===== config.mk =====
export PLATFORM = sky130hd
export DESIGN_NAME = alu_regfile_flat
export DESIGN_NICKNAME = d
export VERILOG_FILES = /design/src/rtl/alu_regfile_if.sv /design/src/rtl/alu_regfile.sv /design/src/flat_wrapper.sv
export SDC_FILE = /design/constraint.sdc
export NUM_CORES = 1
export LEC_CHECK = 0
export CORE_UTILIZATION = 50
export DETAILED_ROUTE_END_ITERATION = 6
export GPL_TIMING_DRIVEN = 0
export PLACE_DENSITY = 0.76
export SLEW_MARGIN = 20
export SYNTH_ARGS = -nofsm -noshare
export SYNTH_HDL_FRONTEND = slang
export SYNTH_SLANG_ARGS = --single-unit

===== constraint.sdc =====
create_clock -name CLK -period 2.6 [get_ports CLK]
set_input_delay 0.26 -clock CLK [delete_from_list [all_inputs] [get_ports CLK]]
set_output_delay 0.26 -clock CLK [all_outputs]
set_load 0.1 [all_outputs]

===== src/rtl/alu_regfile_if.sv =====
// Signal bundle between a datapath controller and alu_regfile: register file
// write/read ports plus the independent combinational ALU operands and result.
interface alu_regfile_if #(
  parameter int DATA_WIDTH = 8,
  parameter int ADDR_WIDTH = 3
);
  // Write qualification: a register write happens on the rising edge only when
  // WRITE=1 and BUSYWAIT=0; BUSYWAIT stalls the write and holds all contents.
  logic                  BUSYWAIT;
  logic                  WRITE;
  logic [ADDR_WIDTH-1:0] INADDRESS;
  logic [DATA_WIDTH-1:0] IN;
  logic [ADDR_WIDTH-1:0] OUT1ADDRESS;
  logic [ADDR_WIDTH-1:0] OUT2ADDRESS;
  logic [DATA_WIDTH-1:0] OUT1;
  logic [DATA_WIDTH-1:0] OUT2;
  logic [DATA_WIDTH-1:0] DATA1;
  logic [DATA_WIDTH-1:0] DATA2;
  logic [2:0]            SELECT;
  logic [DATA_WIDTH-1:0] RESULT;
  logic                  ZERO;

  modport master (
    output BUSYWAIT, WRITE, INADDRESS, IN, OUT1ADDRESS, OUT2ADDRESS,
    output DATA1, DATA2, SELECT,
    input  OUT1, OUT2, RESULT, ZERO
  );

  modport slave (
    input  BUSYWAIT, WRITE, INADDRESS, IN, OUT1ADDRESS, OUT2ADDRESS,
    input  DATA1, DATA2, SELECT,
    output OUT1, OUT2, RESULT, ZERO
  );
endinterface


===== src/rtl/alu_regfile.sv =====
// Eight-entry register file with two combinational read ports, plus a
// separate combinational ALU (forward/add/and/or) sharing no internal path.
module alu_regfile #(
  parameter int DATA_WIDTH = 8,
  parameter int ADDR_WIDTH = 3
) (
  input  logic          CLK,
  input  logic          RESET,
  alu_regfile_if.slave  bus
);
  localparam int NUM_REGS = 1 << ADDR_WIDTH;

  logic [DATA_WIDTH-1:0] regs_q [NUM_REGS];
  logic [DATA_WIDTH-1:0] regs_d [NUM_REGS];
  logic [DATA_WIDTH-1:0] result;

  always_comb begin
    regs_d = regs_q;
    if (bus.WRITE && !bus.BUSYWAIT) begin
      regs_d[bus.INADDRESS] = bus.IN;
    end
  end

  // Reset wins over any write presented on the same edge.
  always_ff @(posedge CLK) begin
    if (RESET) begin
      for (int i = 0; i < NUM_REGS; i++) begin
        regs_q[i] <= '0;
      end
    end else begin
      regs_q <= regs_d;
    end
  end

  // Reads come straight from storage, so a same-cycle write is not bypassed.
  assign bus.OUT1 = regs_q[bus.OUT1ADDRESS];
  assign bus.OUT2 = regs_q[bus.OUT2ADDRESS];

  always_comb begin
    result = '0;
    case (bus.SELECT)
      3'b000:  result = bus.DATA2;
      3'b001:  result = bus.DATA1 + bus.DATA2;
      3'b010:  result = bus.DATA1 & bus.DATA2;
      3'b011:  result = bus.DATA1 | bus.DATA2;
      default: result = '0;
    endcase
  end

  assign bus.RESULT = result;
  assign bus.ZERO   = (result == '0);
endmodule


===== src/flat_wrapper.sv =====
// flat-port wrapper written by rule: the top's interface ports become plain ports
module alu_regfile_flat 
#(
  parameter int DATA_WIDTH = 8,
  parameter int ADDR_WIDTH = 3
)
  (CLK, RESET, bus_BUSYWAIT, bus_WRITE, bus_INADDRESS, bus_IN, bus_OUT1ADDRESS, bus_OUT2ADDRESS, bus_DATA1, bus_DATA2, bus_SELECT, bus_OUT1, bus_OUT2, bus_RESULT, bus_ZERO);
  alu_regfile_if #(.DATA_WIDTH(DATA_WIDTH), .ADDR_WIDTH(ADDR_WIDTH)) bus_i ();
  input  logic CLK;
  input  logic RESET;
  input wire logic [$bits(bus_i.BUSYWAIT)-1:0] bus_BUSYWAIT;
  input wire logic [$bits(bus_i.WRITE)-1:0] bus_WRITE;
  input wire logic [$bits(bus_i.INADDRESS)-1:0] bus_INADDRESS;
  input wire logic [$bits(bus_i.IN)-1:0] bus_IN;
  input wire logic [$bits(bus_i.OUT1ADDRESS)-1:0] bus_OUT1ADDRESS;
  input wire logic [$bits(bus_i.OUT2ADDRESS)-1:0] bus_OUT2ADDRESS;
  input wire logic [$bits(bus_i.DATA1)-1:0] bus_DATA1;
  input wire logic [$bits(bus_i.DATA2)-1:0] bus_DATA2;
  input wire logic [$bits(bus_i.SELECT)-1:0] bus_SELECT;
  output wire logic [$bits(bus_i.OUT1)-1:0] bus_OUT1;
  output wire logic [$bits(bus_i.OUT2)-1:0] bus_OUT2;
  output wire logic [$bits(bus_i.RESULT)-1:0] bus_RESULT;
  output wire logic [$bits(bus_i.ZERO)-1:0] bus_ZERO;
  assign bus_i.BUSYWAIT = bus_BUSYWAIT;
  assign bus_i.WRITE = bus_WRITE;
  assign bus_i.INADDRESS = bus_INADDRESS;
  assign bus_i.IN = bus_IN;
  assign bus_i.OUT1ADDRESS = bus_OUT1ADDRESS;
  assign bus_i.OUT2ADDRESS = bus_OUT2ADDRESS;
  assign bus_i.DATA1 = bus_DATA1;
  assign bus_i.DATA2 = bus_DATA2;
  assign bus_i.SELECT = bus_SELECT;
  assign bus_OUT1 = bus_i.OUT1;
  assign bus_OUT2 = bus_i.OUT2;
  assign bus_RESULT = bus_i.RESULT;
  assign bus_ZERO = bus_i.ZERO;
  alu_regfile #(.DATA_WIDTH(DATA_WIDTH), .ADDR_WIDTH(ADDR_WIDTH)) u_core (.CLK(CLK), .RESET(RESET), .bus(bus_i));
endmodule

### Yosys cells after proc, flatten, opt, wreduce, memory -nomap -nowiden

Cells that the tools add are included.

* bits of input ports: 40
* register bits: 64
* word-level logic and storage cells: 36

* reductions and logical operators: 5
* $add $sub $neg: 1
* $lt $le $gt $ge: 4
* bitwise gates (word level): 5
* eq/ne operators: 3
* mux-type cells: 10

Operator list (count)
* $bwmux 64: 1
* $bmux 8 s3: 2
* $mux 8: 5
* $pmux 8 s4: 1
* $demux 8 s3: 1
* $ge 4x4->1 const B: 3
* $not 3->4: 3
* $add 8x8->8: 1
* $and 8x8->8: 1
* $logic_not 8->1: 1
* $or 8x8->8: 1
* $eq 3x2->1 const B: 2
* $lt 4x1->1 const B: 1
* $eq 3x1->1 const B: 1
* $logic_not 3->1: 1
* $logic_and 1x1->1: 2
* $logic_not 1->1: 1

### Depth between registers and ports, before layout

* depth after elaboration: 6
* gate-level depth with buffers: 9
* mapped depth without buffers: 9

### Least setup slack after synthesis

OpenSTA, ideal clock, no wires.

* kind: input to output
* start: in bus_DATA2[5]
* end: out bus_ZERO
* data required time: 2.340 ns
* data arrival time: 3.950 ns
* setup slack: -1.610 ns
* cell stages on the path: 8
* cell sequence: inv_1 -> ha_1 -> nand2_1 -> or4b_1 -> o21ai_2 -> xnor2_1 -> a311o_1 -> nor4_2

* longest elaborated chain between the ends: 3
* elaborated cells between the ends (all ways): 5
* classes of those cells: add/sub (1); mux (1); bitwise (2); reduce/logical (1)

RTL lines
* start: declaration: RTL line flat_wrapper.sv:18 `input wire logic [$bits(bus_i.DATA2)-1:0] bus_DATA2;`
* $add 8x8->8: RTL line alu_regfile.sv:43 `3'b001: result = bus.DATA1 + bus.DATA2;`
* $pmux 8 s4: RTL line alu_regfile.sv:41 `case (bus.SELECT)`
* net bus_RESULT[7]: RTL line flat_wrapper.sv:22 `output wire logic [$bits(bus_i.RESULT)-1:0] bus_RESULT;`
* $logic_not 8->1: RTL line alu_regfile.sv:51 `assign bus.ZERO = (result == '0);`
* end: declaration: RTL line flat_wrapper.sv:23 `output wire logic [$bits(bus_i.ZERO)-1:0] bus_ZERO;`

The timed path passes the listed nets, and every way through them passes these cells.

### Worst setup path in the final report

* start: in bus_DATA2[5]
* end: out bus_ZERO

* longest elaborated chain between the ends: 3
* elaborated cells between the ends (all ways): 5
* classes of those cells: add/sub (1); mux (1); bitwise (2); reduce/logical (1)

RTL lines (RTL line)
* $add 8x8->8, or another cell as far along: alu_regfile.sv:43
* $pmux 8 s4 *: alu_regfile.sv:41
* $logic_not 8->1 *: alu_regfile.sv:51

Every way passes the cells marked *; elsewhere a longest branch is shown, timed or not.

==> qor.txt <==
number of global-route vias before repair - 3,328
Setup-failing EPs final - 0
worst reg-to-reg path cell count - 2
flop2flop setup slack - 1910 ps
CTS tree - built
Yosys reg bits - 64
PD cells - 460 nW/µm²
router iterations before antenna repair - 5
Rel. slew slack - 19.4%
final WL - 10.8 mm
biggest regs - u_core.regs_q: 64 flops
Max FO, Critical Path - 5
diodes inserted - 0
net count after synthesis - 448
max-cap viol count - 0
final std cell area, no fill - 5190 µm²
die area - 8480 µm²
Achievable Freq - 393 MHz
Pins Over Slew Limit - 0
Synth area leaders - dfxtp_1, mux4_2, mux2i_1
FP Rows - 32
status - completed
CP Launch Point - bus_DATA2[5]
grt total ovfl - 0
Worst Hold Class - in -> reg
Clock Latency Late Sink - 350 ps
maximum root-to-sink buffer count - 2
Port Buffers - 49
CP Data Required Time - 2340 ps
Largest Register - u_core.regs_q
Total Routing Usage GR - 26.3%
die width - 92.1 µm
Synth area leader - dfxtp_1
ratio of cells with drive above 1 in the final layout - 35.0%
CTS Sinks - 64
fin util - 66.5%
worst slew pin tran - 1200 ps
ANT nets after route - 0
crit path launch type - input pin
layout net count - 520
synthesized area - 4060 µm²
clk root buf - clkbuf_8
Pleak - 0.00220 µW
core footprint - 7810 µm²
GPL Wtd Cong - 0.774
top-area cell type share of the netlist area - 31.6%
Worst R2R Start - u_core.regs_q[61]
Boundary Pins - 65
most frequent cells in the layout - nor2_1, mux2i_1, dfxtp_1
commonest non-fill, non-tap cell in the layout - nor2_1
FILL cells - 603
via count - 3,347
post-DR wirelength/cell - 18.9 µm
clock skew - 0 ps
total number of yosys warnings - 0
placed cell areas - 4740 µm²
Largest register FFs - 64
register area share after synthesis - 31.6%
CP Class - in -> out
DP HPWL - 7.19 mm
largest net degree at the start of global routing - 11
Die Y - 92.1 µm
Crit path arrival time - 2290 ps
initial DRC count - 323
Worst-path clk slew - 60 ps
RSZ-0062 raised after global routing - true
period utilization - 97.9%
VDD IR-drop max - 0.460 mV
hold_buf cts - 0
Crit. End Element - output pin
CTS H-tree depth - 3
post-synth cell types - 46
DRC Markers - 0
CP endpoint - bus_ZERO
initial antenna violation count - 0
P&R area growth vs syn - 28.0%
fin crit period - 2550 ps
first-pass GRT wire length - 16.9 mm
clock buffer count from CTS - 9
RR Endpoint - u_core.regs_q[61]
cells after synthesis - 391
initial core utilization - 52.0%
final hold violation count - 0
Via density - 5.87
Mean Syn Cell Area - 10.4 µm²
## power by group
group / leakage (µW) / switching [µW] / internal [µW] / total [µW]
combinational: 0.00159 / 359 / 230 / 589
sequential: 0.000517 / 9.04 / 993 / 1000
clock: 0.0000927 / 375 / 423 / 799
total: 0.00220 / 743 / 1650 / 2390
## cell usage after synthesis, drive strengths merged
cell          instances
mux2                 17
a211o                 1
nor3b                 6
nand2                13
o2111ai               1
o21ba                 1
nand3                 1
mux4                 33
a221oi                1
o211a                 1
and2                  1
dfxtp                64
nor3                  2
ha                   16
o211ai                4
a311o                 1
nor2                 69
nand3b                3
clkbuf               27
o21a                  1
mux2i                67
a31oi                 2
and3                  1
o311a                 1
nor4                  1
buf                   7
o31a                  1
o21ai                 6
nand4b                1
a21oi                 5
o22ai                 1
inv                  22
and3b                 1
or3                   1
xnor2                 3
nor2b                 1
a211oi                1
a31o                  1
or4b                  1
dlymetal6s2s          1
nand2b                2
fa                    1
## kinds of logic (layout without fill, tap and decap cells)
| group | after synthesis | in the layout | share of synthesized area, % |
|---|---|---|---|
| xor+xnor | 3 | 3 | 0.648 |
| fa+ha+maj | 17 | 17 | 5.43 |
| buf+inv | 57 | 134 | 5.83 |
| flops | 64 | 64 | 31.6 |
| simple gates | 104 | 104 | 11.7 |
| mux | 117 | 117 | 39.6 |
| compound gates | 29 | 29 | 5.30 |
## per-layer routing
metal | share of wire [%] | up-vias | routed length (µm) | track usage [%]
li1 | - | 1547 | - | -
met1 | 45 | 1666 | 4790 | 35.7
met2 | 48 | 115 | 5200 | 42.7
met3 | 5.5 | 19 | 596 | 4.15
met4 | 1.5 | 0 | 165 | 8.98
met5 | 0 | - | 0 | 0
## worst max-delay path, cell delays in order
cell and delay, ps:
buf_6 90, inv_4 30, ha_4 250, nand2_2 60, or4b_4 470, o21ai_4 180
xnor2_2 80, a311o_2 430, nor4_4 160, buf_6 260
## cell type report
type | instances | area, µm² | share of cell area (%)
buffer | 35 | 168 | 3.23
clock inverter | 2 | 12.5 | 0.241
inverter | 22 | 97.6 | 1.88
multi-input combinational | 270 | 2750 | 53.0
clock buffer | 14 | 173 | 3.32
tap | 102 | 128 | 2.46
sequential | 64 | 1280 | 24.7
timing repair buffer | 61 | 582 | 11.2
## through the flow
| step | hold WS [ps] | worst slack (ps) | cells | setup TNS, ps | total power (µW) |
|---|---|---|---|---|---|
| 2_1_floorplan | 472 | -1180 | 391 | -1180 | 1400 |
| 3_3_place_gp | 487 | -1260 | 542 | -19260 | 1530 |
| 3_5_place_dp | 502 | -1330 | 542 | -19520 | 1540 |
| 4_1_cts | 321 | -230 | 562 | -230 | 2350 |
| 5_1_grt | 338 | -7.94 | 570 | -7.94 | 2480 |
| 6_report | 327 | 54.8 | 570 | 0 | 2390 |
## repair_timing
item | CTS | global route
gates cloned | 0 | 0
gates resized for setup | 133 | 64
buffers inserted | 4 | 8
pin swaps | 9 | 21
endpoints found under the setup margin | 25 | 17
## worst min-delay path by stage
| stage | depth (start not counted) | slack, ps | to | startpoint |
|---|---|---|---|---|
| 2_1_floorplan | 2 | 470 | u_core.regs_q[10] | u_core.regs_q[10] |
| 3_3_place_gp | 2 | 490 | u_core.regs_q[0] | u_core.regs_q[0] |
| 3_5_place_dp | 2 | 500 | u_core.regs_q[5] | u_core.regs_q[5] |
| 4_1_cts | 2 | 320 | u_core.regs_q[25] | RESET |
| 5_1_grt | 2 | 340 | u_core.regs_q[25] | RESET |
| 6_report | 2 | 330 | u_core.regs_q[25] | RESET |
Note: power is estimated with default switching activity, not from simulation.
